### config.mk
export PLATFORM = sky130hd
export DESIGN_NAME = dma_cmd_rx_flat
export DESIGN_NICKNAME = d
export VERILOG_FILES = /design/src/rtl/dma_cmd_rx_if.sv /design/src/rtl/dma_cmd_rx.sv /design/src/flat_wrapper.sv
export SDC_FILE = /design/constraint.sdc
export NUM_CORES = 1
export LEC_CHECK = 0
export CORE_MARGIN = 3
export CORE_UTILIZATION = 55
export DETAILED_ROUTE_END_ITERATION = 8
export PLACE_DENSITY = 0.79
export SLEW_MARGIN = 40
export SYNTH_ARGS = -nofsm -noshare
export SYNTH_HDL_FRONTEND = slang
export SYNTH_SLANG_ARGS = --single-unit
### constraint.sdc
create_clock -name clk -period 5 [get_ports clk]
set_input_delay 0.75 -clock clk [delete_from_list [all_inputs] [get_ports clk]]
set_output_delay 0.75 -clock clk [all_outputs]
set_load 0.03 [all_outputs]
### src/rtl/dma_cmd_rx_if.sv
// dma_cmd_rx_if: received-frame beat stream plus the command-FIFO and start-token-FIFO write ports.
interface dma_cmd_rx_if;
    logic        rx_valid;
    logic [31:0] rx_data;
    logic        rx_sof;
    logic        rx_eof;
    logic        rx_err;
    logic        rx_ready;
    logic        cmd_fifo_we;
    logic [31:0] cmd_fifo_data;
    logic        cmd_fifo_full;
    logic        start_dma_we;
    logic        start_dma_full;
    logic [7:0]  frame_count;
    logic [7:0]  drop_count;
    modport slave (
        input  rx_valid, rx_data, rx_sof, rx_eof, rx_err, cmd_fifo_full, start_dma_full,
        output rx_ready, cmd_fifo_we, cmd_fifo_data, start_dma_we, frame_count, drop_count
    );
    modport master (
        output rx_valid, rx_data, rx_sof, rx_eof, rx_err, cmd_fifo_full, start_dma_full,
        input  rx_ready, cmd_fifo_we, cmd_fifo_data, start_dma_we, frame_count, drop_count
    );
endinterface

### src/rtl/dma_cmd_rx.sv
// dma_cmd_rx: stages a framed batch of command/address pairs and, only once the whole frame
// has arrived intact, replays it into the command FIFO followed by one start token.
module dma_cmd_rx #(
    parameter logic [15:0] MAGIC     = 16'hDA7A,
    parameter int          MAX_PAIRS = 16
) (
    input logic         clk,
    input logic         reset,
    dma_cmd_rx_if.slave b
);
    localparam int DEPTH = 2 * MAX_PAIRS;
    localparam int PW    = $clog2(DEPTH + 1);
    localparam int IW    = $clog2(DEPTH);

    typedef enum logic [2:0] {IDLE, COLLECT, DROP, COMMIT, START} state_t;

    state_t        state, state_n;
    logic [PW-1:0] wr_ptr, wr_n, rd_ptr, rd_n, expected, exp_n, words;
    logic [7:0]    frame_count, frame_n, drop_count;
    logic [1:0]    drop_inc;
    logic [8:0]    drop_sum;
    logic [4:0]    npairs;
    logic          hdr_ok, acc, stg_we, good;
    logic [31:0]   staging [DEPTH];

    assign npairs          = b.rx_data[4:0];
    assign hdr_ok          = b.rx_data[31:16] == MAGIC && npairs != 5'd0 && {27'd0, npairs} <= MAX_PAIRS;
    assign b.rx_ready      = state inside {IDLE, COLLECT, DROP};
    assign acc             = b.rx_valid && b.rx_ready;
    assign b.cmd_fifo_we   = state == COMMIT && !b.cmd_fifo_full && !reset;
    assign b.start_dma_we  = state == START && !b.start_dma_full && !reset;
    assign b.cmd_fifo_data = staging[rd_ptr[IW-1:0]];
    assign b.frame_count   = frame_count;
    assign b.drop_count    = drop_count;
    assign words           = wr_ptr + PW'(1);
    assign good            = !b.rx_err && words == expected;
    assign drop_sum        = {1'b0, drop_count} + {7'd0, drop_inc};

    // A sof beat is always a new header; if a frame was in flight it is aborted in the same cycle.
    always_comb begin
        state_n  = state;
        wr_n     = wr_ptr;
        rd_n     = rd_ptr;
        exp_n    = expected;
        frame_n  = frame_count;
        drop_inc = 2'd0;
        stg_we   = 1'b0;
        if (acc && b.rx_sof) begin
            drop_inc = {1'b0, state != IDLE} + {1'b0, b.rx_eof};
            state_n  = b.rx_eof ? IDLE : hdr_ok ? COLLECT : DROP;
            exp_n    = PW'({npairs, 1'b0});
            wr_n     = '0;
        end else if (acc && state == COLLECT) begin
            if (words > expected) begin
                state_n  = b.rx_eof ? IDLE : DROP;
                drop_inc = {1'b0, b.rx_eof};
            end else begin
                stg_we = 1'b1;
                wr_n   = words;
                if (b.rx_eof) begin
                    state_n  = good ? COMMIT : IDLE;
                    drop_inc = {1'b0, !good};
                    rd_n     = '0;
                end
            end
        end else if (acc && state == DROP && b.rx_eof) begin
            state_n  = IDLE;
            drop_inc = 2'd1;
        end else if (b.cmd_fifo_we) begin
            rd_n    = rd_ptr + PW'(1);
            state_n = rd_ptr == expected - PW'(1) ? START : COMMIT;
        end else if (b.start_dma_we) begin
            frame_n = frame_count + 8'd1;
            state_n = IDLE;
        end
    end

    always_ff @(posedge clk) begin
        if (reset) begin
            state       <= IDLE;
            wr_ptr      <= '0;
            rd_ptr      <= '0;
            expected    <= '0;
            frame_count <= '0;
            drop_count  <= '0;
        end else begin
            state       <= state_n;
            wr_ptr      <= wr_n;
            rd_ptr      <= rd_n;
            expected    <= exp_n;
            frame_count <= frame_n;
            drop_count  <= drop_sum[8] ? 8'hFF : drop_sum[7:0];
        end
    end

    always_ff @(posedge clk)
        if (stg_we) staging[wr_ptr[IW-1:0]] <= b.rx_data;
endmodule
### src/flat_wrapper.sv
// flat-port wrapper written by rule: the top's interface ports become plain ports
module dma_cmd_rx_flat 
#(
    parameter logic [15:0] MAGIC     = 16'hDA7A,
    parameter int          MAX_PAIRS = 16
)
  (clk, reset, b_rx_valid, b_rx_data, b_rx_sof, b_rx_eof, b_rx_err, b_cmd_fifo_full, b_start_dma_full, b_rx_ready, b_cmd_fifo_we, b_cmd_fifo_data, b_start_dma_we, b_frame_count, b_drop_count);
  dma_cmd_rx_if b_i ();
  input logic clk;
  input logic reset;
  input wire logic [$bits(b_i.rx_valid)-1:0] b_rx_valid;
  input wire logic [$bits(b_i.rx_data)-1:0] b_rx_data;
  input wire logic [$bits(b_i.rx_sof)-1:0] b_rx_sof;
  input wire logic [$bits(b_i.rx_eof)-1:0] b_rx_eof;
  input wire logic [$bits(b_i.rx_err)-1:0] b_rx_err;
  input wire logic [$bits(b_i.cmd_fifo_full)-1:0] b_cmd_fifo_full;
  input wire logic [$bits(b_i.start_dma_full)-1:0] b_start_dma_full;
  output wire logic [$bits(b_i.rx_ready)-1:0] b_rx_ready;
  output wire logic [$bits(b_i.cmd_fifo_we)-1:0] b_cmd_fifo_we;
  output wire logic [$bits(b_i.cmd_fifo_data)-1:0] b_cmd_fifo_data;
  output wire logic [$bits(b_i.start_dma_we)-1:0] b_start_dma_we;
  output wire logic [$bits(b_i.frame_count)-1:0] b_frame_count;
  output wire logic [$bits(b_i.drop_count)-1:0] b_drop_count;
  assign b_i.rx_valid = b_rx_valid;
  assign b_i.rx_data = b_rx_data;
  assign b_i.rx_sof = b_rx_sof;
  assign b_i.rx_eof = b_rx_eof;
  assign b_i.rx_err = b_rx_err;
  assign b_i.cmd_fifo_full = b_cmd_fifo_full;
  assign b_i.start_dma_full = b_start_dma_full;
  assign b_rx_ready = b_i.rx_ready;
  assign b_cmd_fifo_we = b_i.cmd_fifo_we;
  assign b_cmd_fifo_data = b_i.cmd_fifo_data;
  assign b_start_dma_we = b_i.start_dma_we;
  assign b_frame_count = b_i.frame_count;
  assign b_drop_count = b_i.drop_count;
  dma_cmd_rx #(.MAGIC(MAGIC), .MAX_PAIRS(MAX_PAIRS)) u_core (.clk(clk), .reset(reset), .b(b_i));
endmodule
==> results.py, run 1 <==
metrics = {
    "clocking": {
        "clkLatencyLatePin_ns": 0.67,
        "root_buffer": "clkbuf_16",
        "numCtsBuffers": 104,
        "holdBufCountCts": 0,
        "tritoncts": "done",
        "clk_pin_slew_ns": 0.06,
        "cts_buffer_depth": 3,
        "post_cts_buffers": 0,
        "cts.sinks": 1065,
        "htree_levels": 3,
        "cts-resized-gates": 0,
    },
    "sta": {
        "period_needed_ns": 4.567,
        "fmax_ghz": 0.2189,
        "rsz0062_at_grt": "false",
        "max_slew_margin": 0.4784,
        "hold_viol_final": 0,
        "finClkSkew_ns": 0.03423,
        "period_share": 0.9135,
        "setup_viol": 0,
        "finalSetupTns_ns": 0,
        "report.final.slew_viol_count": 0,
        "worst_slew_pin_slew_ns": 0.7805,
    },
    "yosys": {
        "syn_inst": 1761,
        "async_reset_ff_frac": 0,
        "yosys.area_share.simple": 0.01754,
        "syn_nets": 1817,
        "synthXorXnorAreaFrac": 0.005541,
        "synthesis.area_um2": 41090,
        "synth_seq_area_share": 0.7682,
        "yosysWarnings": 0,
        "netlist.area_leader.share": 0.7483,
        "synth_edf_count": 1024,
        "ys_ff_latch": 1065,
        "synth_top_family_by_area": "multiplexers",
        "syn_area_per_cell_um2": 23.34,
        "muxShareOfSynthArea": 0.1846,
        "yosysTopAreaCell": "edfxtp_1",
        "synth_compound_area_frac": 0.007642,
        "ys_types": 52,
        "synthAdderAreaFrac": 0.005054,
        "ys.flop_type": "edfxtp_1",
        "ys_top_cells_by_area": "edfxtp_1 (75%), mux4_2 (18%), dfxtp_1 (2.0%)",
    },
    "critical_path": {
        "arrival_ns": 3.82,
        "cp-start-kind": "register",
        "worstSetupPathType": "register to output port",
        "crit_required_ns": 4.25,
        "critPathMaxFanout": 22,
        "worstReg2RegStart": "u_core.wr_ptr[2]",
        "cp-end-kind": "output port",
    },
    "layout": {
        "multi_input_area_um2": 9298,
        "final_cell_mix": "edfxtp_1 (1,024), mux4_2 (320), clkbuf_16 (107), clkdlybuf4s50_1 (72), buf_4 (59)",
        "drive_gt1_frac": 0.3179,
        "area_growth_pct": 14.79,
        "seq_area_um2": 31590,
        "layout_commonest_cell": "edfxtp_1",
        "fill_cells": 4463,
        "fin_nets": 1998,
        "finalNonFillerCells": 2992,
    },
    "routing": {
        "wl_met3_um": 8713,
        "vias": 19885,
        "wl_met2_um": 50800,
        "wl_met1_um": 35110,
        "top_layer": "met4",
        "routedWlPerCell_um": 32.70,
        "drt-initial-drc-count": 2380,
        "totalWireLength_um": 97840,
        "post-route-drc-count": 0,
        "via_per_inst": 6.646,
        "ant_nets": 0,
        "drtPass1Iterations": 5,
    },
    "grt": {
        "grt_pass1_vias": 21274,
        "grt_use_total": 0.2568,
        "grt_max_degree": 63,
        "antenna_found_initial": 1,
        "grt_overflow_total": 0,
        "grt_pass1_wl_um": 144700,
    },
    "die": {
        "rows": 99,
        "die_x_um": 279.3,
        "start_util": 0.5595,
        "dieArea_um2": 78030,
        "dieHeight_um": 279.3,
        "core_area_um2": 73450,
        "io_pins": 91,
    },
    "place": {
        "placed_cells": 2795,
        "hpwlAfterDp_um": 50740,
        "gp_congestion": 0.7905,
        "place.port_buffers": 90,
    },
    "power_and_ir_drop": {
        "ir_worst_vdd_v": 0.0003693,
        "power_leakage_uw": 0.01420,
        "pwr_density_cell_nw_per_um2": 381.3,
    },
    "worst_hold_path": {
        "hold_path_class": "register to register",
        "hold_start": "u_core.expected[2]",
    },
    "run": {
        "maxCapViolCount": 0,
    },
    "outcome": {
        "status": "finished, final reports clean",
    },
}
[power by group]
group	internal [uW]	leakage, uW	switching (uW)
logic	103	0.00297	216
registers	9770	0.00954	10.8
clock network	4550	0.00169	3330
total	14400	0.0142	3560
[state kept, by name, summed over array words and instances, names as in the netlist, named ones only]
signal and count:
u_core.b.drop_count 8, u_core.b.frame_count 8, u_core.expected 5, u_core.rd_ptr 6, u_core.staging 1024, u_core.state 3, u_core.wr_ptr 6
[metal layers]
layer / vias up / GRT usage
met5: - / 0
met4: 0 / 0.09401
met3: 218 / 0.05600
met2: 1202 / 0.4321
met1: 10581 / 0.3356
li1: 7884 / -
[worst max-delay path, cell delays in order (launching register included)]
cell and delay [ns]:
dfxtp_4 0.65, buf_12 0.29, buf_12 0.25, mux4_2 0.54
mux4_2 0.50, mux2_2 0.31, clkdlybuf4s50_1 0.60
[cell families (layout without fill, tap and decap cells)]
kind of cell               Yosys count  in the layout
DFF                               1065           1065
muxes                              354            354
and+or+nand+nor                    145            145
buffers and inverters              106            377
AOI/OAI and AO/OA                   49             49
xor gates and xnor gates            26             26
adders and majority gates           16             16
other                                0              1
[metrics by stage]
| stage | utilization | setup slack [ns] | hold WS, ns | cell area [um2] | total power [uW] |
|---|---|---|---|---|---|
| finish | 0.6422 | 0.4327 | 0.4938 | 47170 | 17990 |
| global route | 0.6422 | 0.2907 | 0.5065 | 47170 | 18440 |
| CTS | 0.6425 | 0.3666 | 0.4895 | 47200 | 18090 |
| detailed placement | 0.5954 | 0.9285 | 0.4810 | 43730 | 10290 |
| global placement | 0.5962 | 0.9828 | 0.4676 | 43790 | 10280 |
| floorplan | - | 0.7025 | 0.4494 | 41090 | 10100 |
[cells in the mapped netlist, types with 4 or more instances]
cell type and number:
xnor2_1 15, buf_1 14, ha_1 15, or3_1 4, inv_1 16, buf_2 25
o21ai_0 4, mux2_2 32, nor3_1 14, dfxtp_1 41, nor2_1 51, and3_1 4
nand2_1 21, edfxtp_1 1024, a21oi_1 23, a311oi_1 4, mux4_2 320, buf_4 4
nand3b_1 4, nand3_1 21, xor2_1 11, clkbuf_1 43
[final cells by class]
type,instances,area share
clock buffers,133,0.06032
flip-flops and latches,1065,0.6696
multi-input cells,590,0.1971
clock inverters,63,0.01316
repair buffers,164,0.03294
well taps,959,0.02544
inverters,17,0.001353
diodes,1,0.00005305
[final timing paths]
path / end / slack (ns) / cells past startpoint
worst min-delay path: u_core.expected[2] / 0.49 / 2
worst max-delay path: b_cmd_fifo_data[24] / 0.43 / 6
worst min register to register: u_core.expected[2] / 0.49 / 2
worst max register to register: u_core.staging[2][28] / 0.83 / 12
No activity file was read; power rests on OpenSTA's default activity.
==> inputs of run 2 (changes only) <==
--- a/config.mk
+++ b/config.mk
@@ -5,10 +5,11 @@
 export SDC_FILE = /design/constraint.sdc
 export NUM_CORES = 1
 export LEC_CHECK = 0
+export CAP_MARGIN = 0
 export CORE_MARGIN = 3
 export CORE_UTILIZATION = 55
 export DETAILED_ROUTE_END_ITERATION = 8
-export PLACE_DENSITY = 0.79
+export PLACE_DENSITY = 0.82
 export SLEW_MARGIN = 40
 export SYNTH_ARGS = -nofsm -noshare
 export SYNTH_HDL_FRONTEND = slang
==> constraint.sdc (replaced) <==
create_clock -name clk -period 3.9 [get_ports clk]
set_input_delay 0.585 -clock clk [delete_from_list [all_inputs] [get_ports clk]]
set_output_delay 0.585 -clock clk [all_outputs]
set_load 0.03 [all_outputs]
==> run 2 against run 1 <==
Effect of this change: non-clock buffer count rose by 60; critical path depth stayed put; flip-flop and latch count unchanged; sequential share of layout area fell by 0.73 points; final cell count increased by 1.7%; clock skew rose by 0.0067 ns; critical path type unchanged; combinational power up 35%; utilization up 0.71 points; power up 27%.
==> results.py, run 2 (synthesis gave the netlist of run 1 again) <==
metrics = {
    "worst_hold_path": {
        "min_delay_path_depth": 1,
        "hold_path_class": "primary input to register",
    },
    "sta": {
        "hold_viol_final": 0,
        "period_needed_ns": 3.888,
        "max_slew_margin": 0.4698,
        "period_share": 0.9969,
        "finalSetupTns_ns": 0,
        "report.final.slew_viol_count": 0,
        "holdWs_ns": 0.4018,
        "worst_slew_pin_slew_ns": 0.7953,
        "setup_viol": 0,
        "fmax_ghz": 0.2572,
        "finClkSkew_ns": 0.04093,
    },
    "place": {
        "place.port_buffers": 90,
        "gp_congestion": 0.7982,
        "hpwlAfterDp_um": 52750,
        "dpl_cell_area_um2": 44130,
    },
    "routing": {
        "post-route-drc-count": 0,
        "ant_nets": 0,
        "via_per_inst": 7.014,
        "totalWireLength_um": 113300,
        "drtPass1Iterations": 5,
        "vias": 21352,
        "drt-initial-drc-count": 3503,
        "routedWlPerCell_um": 37.23,
    },
    "die": {
        "start_util": 0.5595,
        "dieHeight_um": 279.3,
        "rows": 99,
        "io_pins": 91,
        "die_x_um": 279.3,
        "dieArea_um2": 78030,
        "core_area_um2": 73450,
    },
    "run": {
        "maxCapViolCount": 0,
    },
    "layout": {
        "area_growth_pct": 16.05,
        "final_cell_mix": "edfxtp_1 (1,024), mux4_2 (320), buf_4 (120), clkbuf_16 (108), clkdlybuf4s50_1 (47)",
        "drive_gt1_frac": 0.3383,
        "layout_commonest_cell": "edfxtp_1",
        "fin_nets": 2056,
        "largest_reg_flops": 1024,
        "stdcell_area_um2": 47690,
    },
    "grt": {
        "grt_max_degree": 55,
        "antenna_found_initial": 2,
        "grt_overflow_total": 0,
        "grt_use_total": 0.2821,
        "grt_pass1_wl_um": 155700,
        "grt_pass1_vias": 21761,
    },
    "clocking": {
        "numCtsBuffers": 102,
        "clk_pin_slew_ns": 0.07,
        "root_buffer": "clkbuf_16",
        "clkLatencyLatePin_ns": 0.68,
        "cts_buffer_depth": 3,
        "cts.sinks": 1065,
        "htree_levels": 3,
        "holdBufCountCts": 0,
        "tritoncts": "done",
    },
    "power_and_ir_drop": {
        "p_clk_frac": 0.431,
        "ir_worst_vdd_v": 0.0003696,
        "pwr-share-comb": 0.019,
        "switchingPower_uw": 4749,
        "intPower_uw": 18060,
        "power_leakage_uw": 0.01455,
        "p_sw_frac": 0.2082,
        "sequentialPowerShare": 0.550,
        "pwr_density_cell_nw_per_um2": 478.3,
    },
    "critical_path": {
        "worstSetupPathType": "register to output port",
        "arrival_ns": 3.30,
        "reg2reg_depth": 15,
        "cp-start-kind": "register",
        "cp-end-kind": "output port",
        "critPathMaxFanout": 12,
        "crit_required_ns": 3.31,
    },
    "outcome": {
        "status": "finished, final reports clean",
    },
}
==> run 2: layout make-up <==
type                       count  area, um2
multi-input combinational    590       9301
sequential                  1065      31590
clock buffer                 122       2670
inverter                      17      63.81
fill                        4370      25760
clock inverter                66      594.3
tap                          959       1200
timing repair buffer         224       2270
antenna                        1      2.502
==> run 2: per-layer routing <==
layer	track usage	up-vias	wire length, um
met1	0.3744	11102	38090
met4	0.1310	2	5447
met5	0	-	11
li1	-	8005	-
met2	0.4570	1893	57390
met3	0.05967	350	12390
==> run 2: stage by stage <==
step	utilization	setup slack (ns)	power [uW]	cells
after global routing	0.6493	-0.02259	23310	3044
after detailed placement	0.6008	0.2509	13200	2844
final	0.6493	0.01191	22810	3044
after CTS	0.6481	-0.03729	22790	3039
after floorplan	-	-0.3975	12940	1761
after global placement	0.6011	0.4159	13180	2844
==> run 2: worst paths after layout <==
| path | from | end | slack (ns) |
|---|---|---|---|
| max | register | b_cmd_fifo_data[0] | 0.01 |
| min | b_rx_data[6] | u_core.staging[23][6] | 0.40 |
| max reg2reg | u_core.wr_ptr[1] | u_core.b.drop_count[0] | 0.26 |
| min reg2reg | u_core.expected[5] | u_core.expected[5] | 0.52 |
==> run 2: power groups by stage <==
stage | clock network (uW) | logic [uW] | registers (uW)
2_1_floorplan | 0 | 148 | 12800
6_report | 9840 | 432 | 12500
5_1_grt | 10300 | 465 | 12500
3_3_place_gp | 0 | 389 | 12800
3_5_place_dp | 0 | 411 | 12800
4_1_cts | 9820 | 422 | 12500
==> run 2: critical path, cell delays in order, from the launching register on <==
cell and delay, ns:
dfxtp_4 0.36, buf_12 0.18, buf_16 0.24, mux4_2 0.56, mux4_2 0.55, mux2_2 0.34, dlygate4sd2_1 0.37
==> run 2: repair_timing <==
| item | 4_1_cts | 5_1_grt |
|---|---|---|
| setup buffers | 3 | 0 |
| pin swaps | 0 | 1 |
| resized for setup | 26 | 9 |
| cloned | 4 | 4 |
| setup endpoints to repair | 31 | 26 |
==> inputs of run 3 (changes only) <==
--- a/config.mk
+++ b/config.mk
@@ -6,6 +6,7 @@
 export NUM_CORES = 1
 export LEC_CHECK = 0
 export CAP_MARGIN = 0
+export CORE_ASPECT_RATIO = 1.1
 export CORE_MARGIN = 3
 export CORE_UTILIZATION = 55
 export DETAILED_ROUTE_END_ITERATION = 8
==> run 3 against run 2 <==
Effect of this change: non-clock buffer count grew 15; routed wire length grew 4.1%; worst hold slack gained 0.028 ns; via count grew 2.0%; critical path type unchanged; critical endpoint is now b_cmd_fifo_data[25]; largest power group unchanged.
==> results.py, run 3 (synthesis gave the netlist of run 1 again) <==
metrics = {
    "routing": {
        "drtPass1Iterations": 7,
        "via_per_inst": 7.147,
        "post-route-drc-count": 0,
        "routedWlPerCell_um": 38.71,
        "ant_nets": 0,
        "totalWireLength_um": 118000,
        "vias": 21784,
        "drt-initial-drc-count": 3356,
    },
    "critical_path": {
        "cp-end-kind": "output port",
        "arrival_ns": 3.30,
        "crit_required_ns": 3.31,
        "critPathMaxFanout": 8,
        "worstSetupPathType": "register to output port",
        "cp-start-kind": "register",
    },
    "power_and_ir_drop": {
        "power_uw": 22920,
        "p_clk_frac": 0.433,
        "pwr-share-comb": 0.020,
        "ir_worst_vdd_v": 0.0003759,
        "switchingPower_uw": 4726,
        "pwr_density_cell_nw_per_um2": 477.0,
        "power_leakage_uw": 0.01470,
        "intPower_uw": 18190,
        "sequentialPowerShare": 0.547,
        "p_sw_frac": 0.2062,
    },
    "clocking": {
        "clkLatencyLatePin_ns": 0.68,
        "holdBufCountCts": 0,
        "htree_levels": 3,
        "root_buffer": "clkbuf_16",
        "cts_buffer_depth": 3,
        "clk_pin_slew_ns": 0.08,
        "cts.sinks": 1065,
        "numCtsBuffers": 96,
        "tritoncts": "done",
    },
    "layout": {
        "fin_nets": 2065,
        "layout_commonest_cell": "edfxtp_1",
        "seq_area_um2": 31590,
        "largest_reg_flops": 1024,
        "fill_cells": 4362,
        "final_cell_mix": "edfxtp_1 (1,024), mux4_2 (320), buf_4 (114), clkbuf_16 (98), clkdlybuf4s50_1 (46)",
        "stdcell_area_um2": 48050,
        "area_growth_pct": 16.92,
        "drive_gt1_frac": 0.3502,
        "multi_input_area_um2": 9305,
    },
    "die": {
        "io_pins": 91,
        "die_x_um": 266.6,
        "start_util": 0.5580,
        "dieHeight_um": 292.7,
        "dieArea_um2": 78040,
        "core_area_um2": 73650,
        "rows": 104,
    },
    "grt": {
        "top_usage_layer": "met2",
        "grt_use_total": 0.3041,
        "grt_overflow_total": 0,
        "grt_util_met2": 0.4965,
        "antenna_found_initial": 2,
        "grt_pass1_wl_um": 165500,
        "grtUsageMet1": 0.3853,
        "grt_pass1_vias": 22313,
        "use_met3": 0.06821,
        "grt_max_degree": 80,
    },
    "sta": {
        "finClkSkew_ns": 0.02931,
        "rsz0062_at_grt": "true",
        "setup_viol": 0,
        "fmax_ghz": 0.2571,
        "max_slew_margin": 0.3937,
        "report.final.slew_viol_count": 0,
        "period_share": 0.9971,
        "worst_slew_pin_slew_ns": 0.9094,
        "hold_viol_final": 0,
        "period_needed_ns": 3.889,
    },
    "place": {
        "hpwlAfterDp_um": 53250,
        "dpl_cell_area_um2": 44220,
        "gp_congestion": 0.8062,
        "place.port_buffers": 90,
    },
    "outcome": {
        "status": "finished, final reports clean",
    },
    "worst_hold_path": {
        "hold_path_class": "primary input to register",
    },
    "run": {
        "maxCapViolCount": 0,
    },
}
run 3: cell types whose count changed in the layout (fill, tap and decap cells not counted), sizes merged, moves of 3 or more:
cell	delta
clkbuf	-13
clkinvlp	+3
buf	+16
dlygate4sd2	-9
bufinv	+7
bufbuf	+5
clkdlybuf4s15	+3
run 3: final cells by class:
type	instances	area share
repair buffers	239	0.05526
flip-flops and latches	1065	0.6575
well taps	954	0.02484
clock buffers	108	0.05135
multi-input cells	590	0.1937
inverters	17	0.001328
clock inverters	74	0.01599
diodes	1	0.00005208
run 3: timing repair:
action,in CTS,in global routing
buffers inserted,10,1
setup endpoints to repair,32,25
resized for setup,69,29
gates cloned,12,2
run 3: per-stage QoR:
stage / utilization / TNS, ns / hold slack [ns] / setup slack [ns] / cells
finish: 0.6524 / 0 / 0.4295 / 0.01113 / 3048
global route: 0.6524 / -0.08481 / 0.4449 / -0.03823 / 3048
CTS: 0.6525 / -0.05230 / 0.4105 / -0.03795 / 3045
detailed placement: 0.6004 / 0 / 0.4760 / 0.2971 / 2841
global placement: 0.6008 / 0 / 0.4649 / 0.4457 / 2841
floorplan: - / -403.44 / 0.4494 / -0.3975 / 1761
run 3: power by group through the flow:
stage          Combinational [uW]  Clock, uW  Sequential [uW]
2_1_floorplan                 148          0            12800
3_3_place_gp                  390          0            12800
3_5_place_dp                  415          0            12800
4_1_cts                       439       9870            12500
5_1_grt                       480      10400            12500
6_report                      450       9930            12500
run 3: critical path, cell delays in order (launching register included):
cell	delay, ns
dfxtp_4	0.37
buf_12	0.12
buf_16	0.18
buf_16	0.17
buf_12	0.11
buf_16	0.13
mux4_2	0.53
mux4_2	0.53
mux2_4	0.31
buf_4	0.17
run 3: path summary, 6_finish.rpt:
path,from,endpoint,slack [ns],depth (start not counted)
min reg2reg,u_core.expected[2],u_core.expected[2],0.48,2
min,b_rx_data[31],u_core.staging[14][31],0.43,1
max,register,b_cmd_fifo_data[25],0.01,9
max reg2reg,u_core.wr_ptr[1],u_core.b.drop_count[1],0.26,15
run 3: metal layers:
metal  wire, um  part of all wire
met1      38340              0.32
met2      59360              0.50
met3      14050              0.12
met4       6208             0.053
met5         13           0.00011
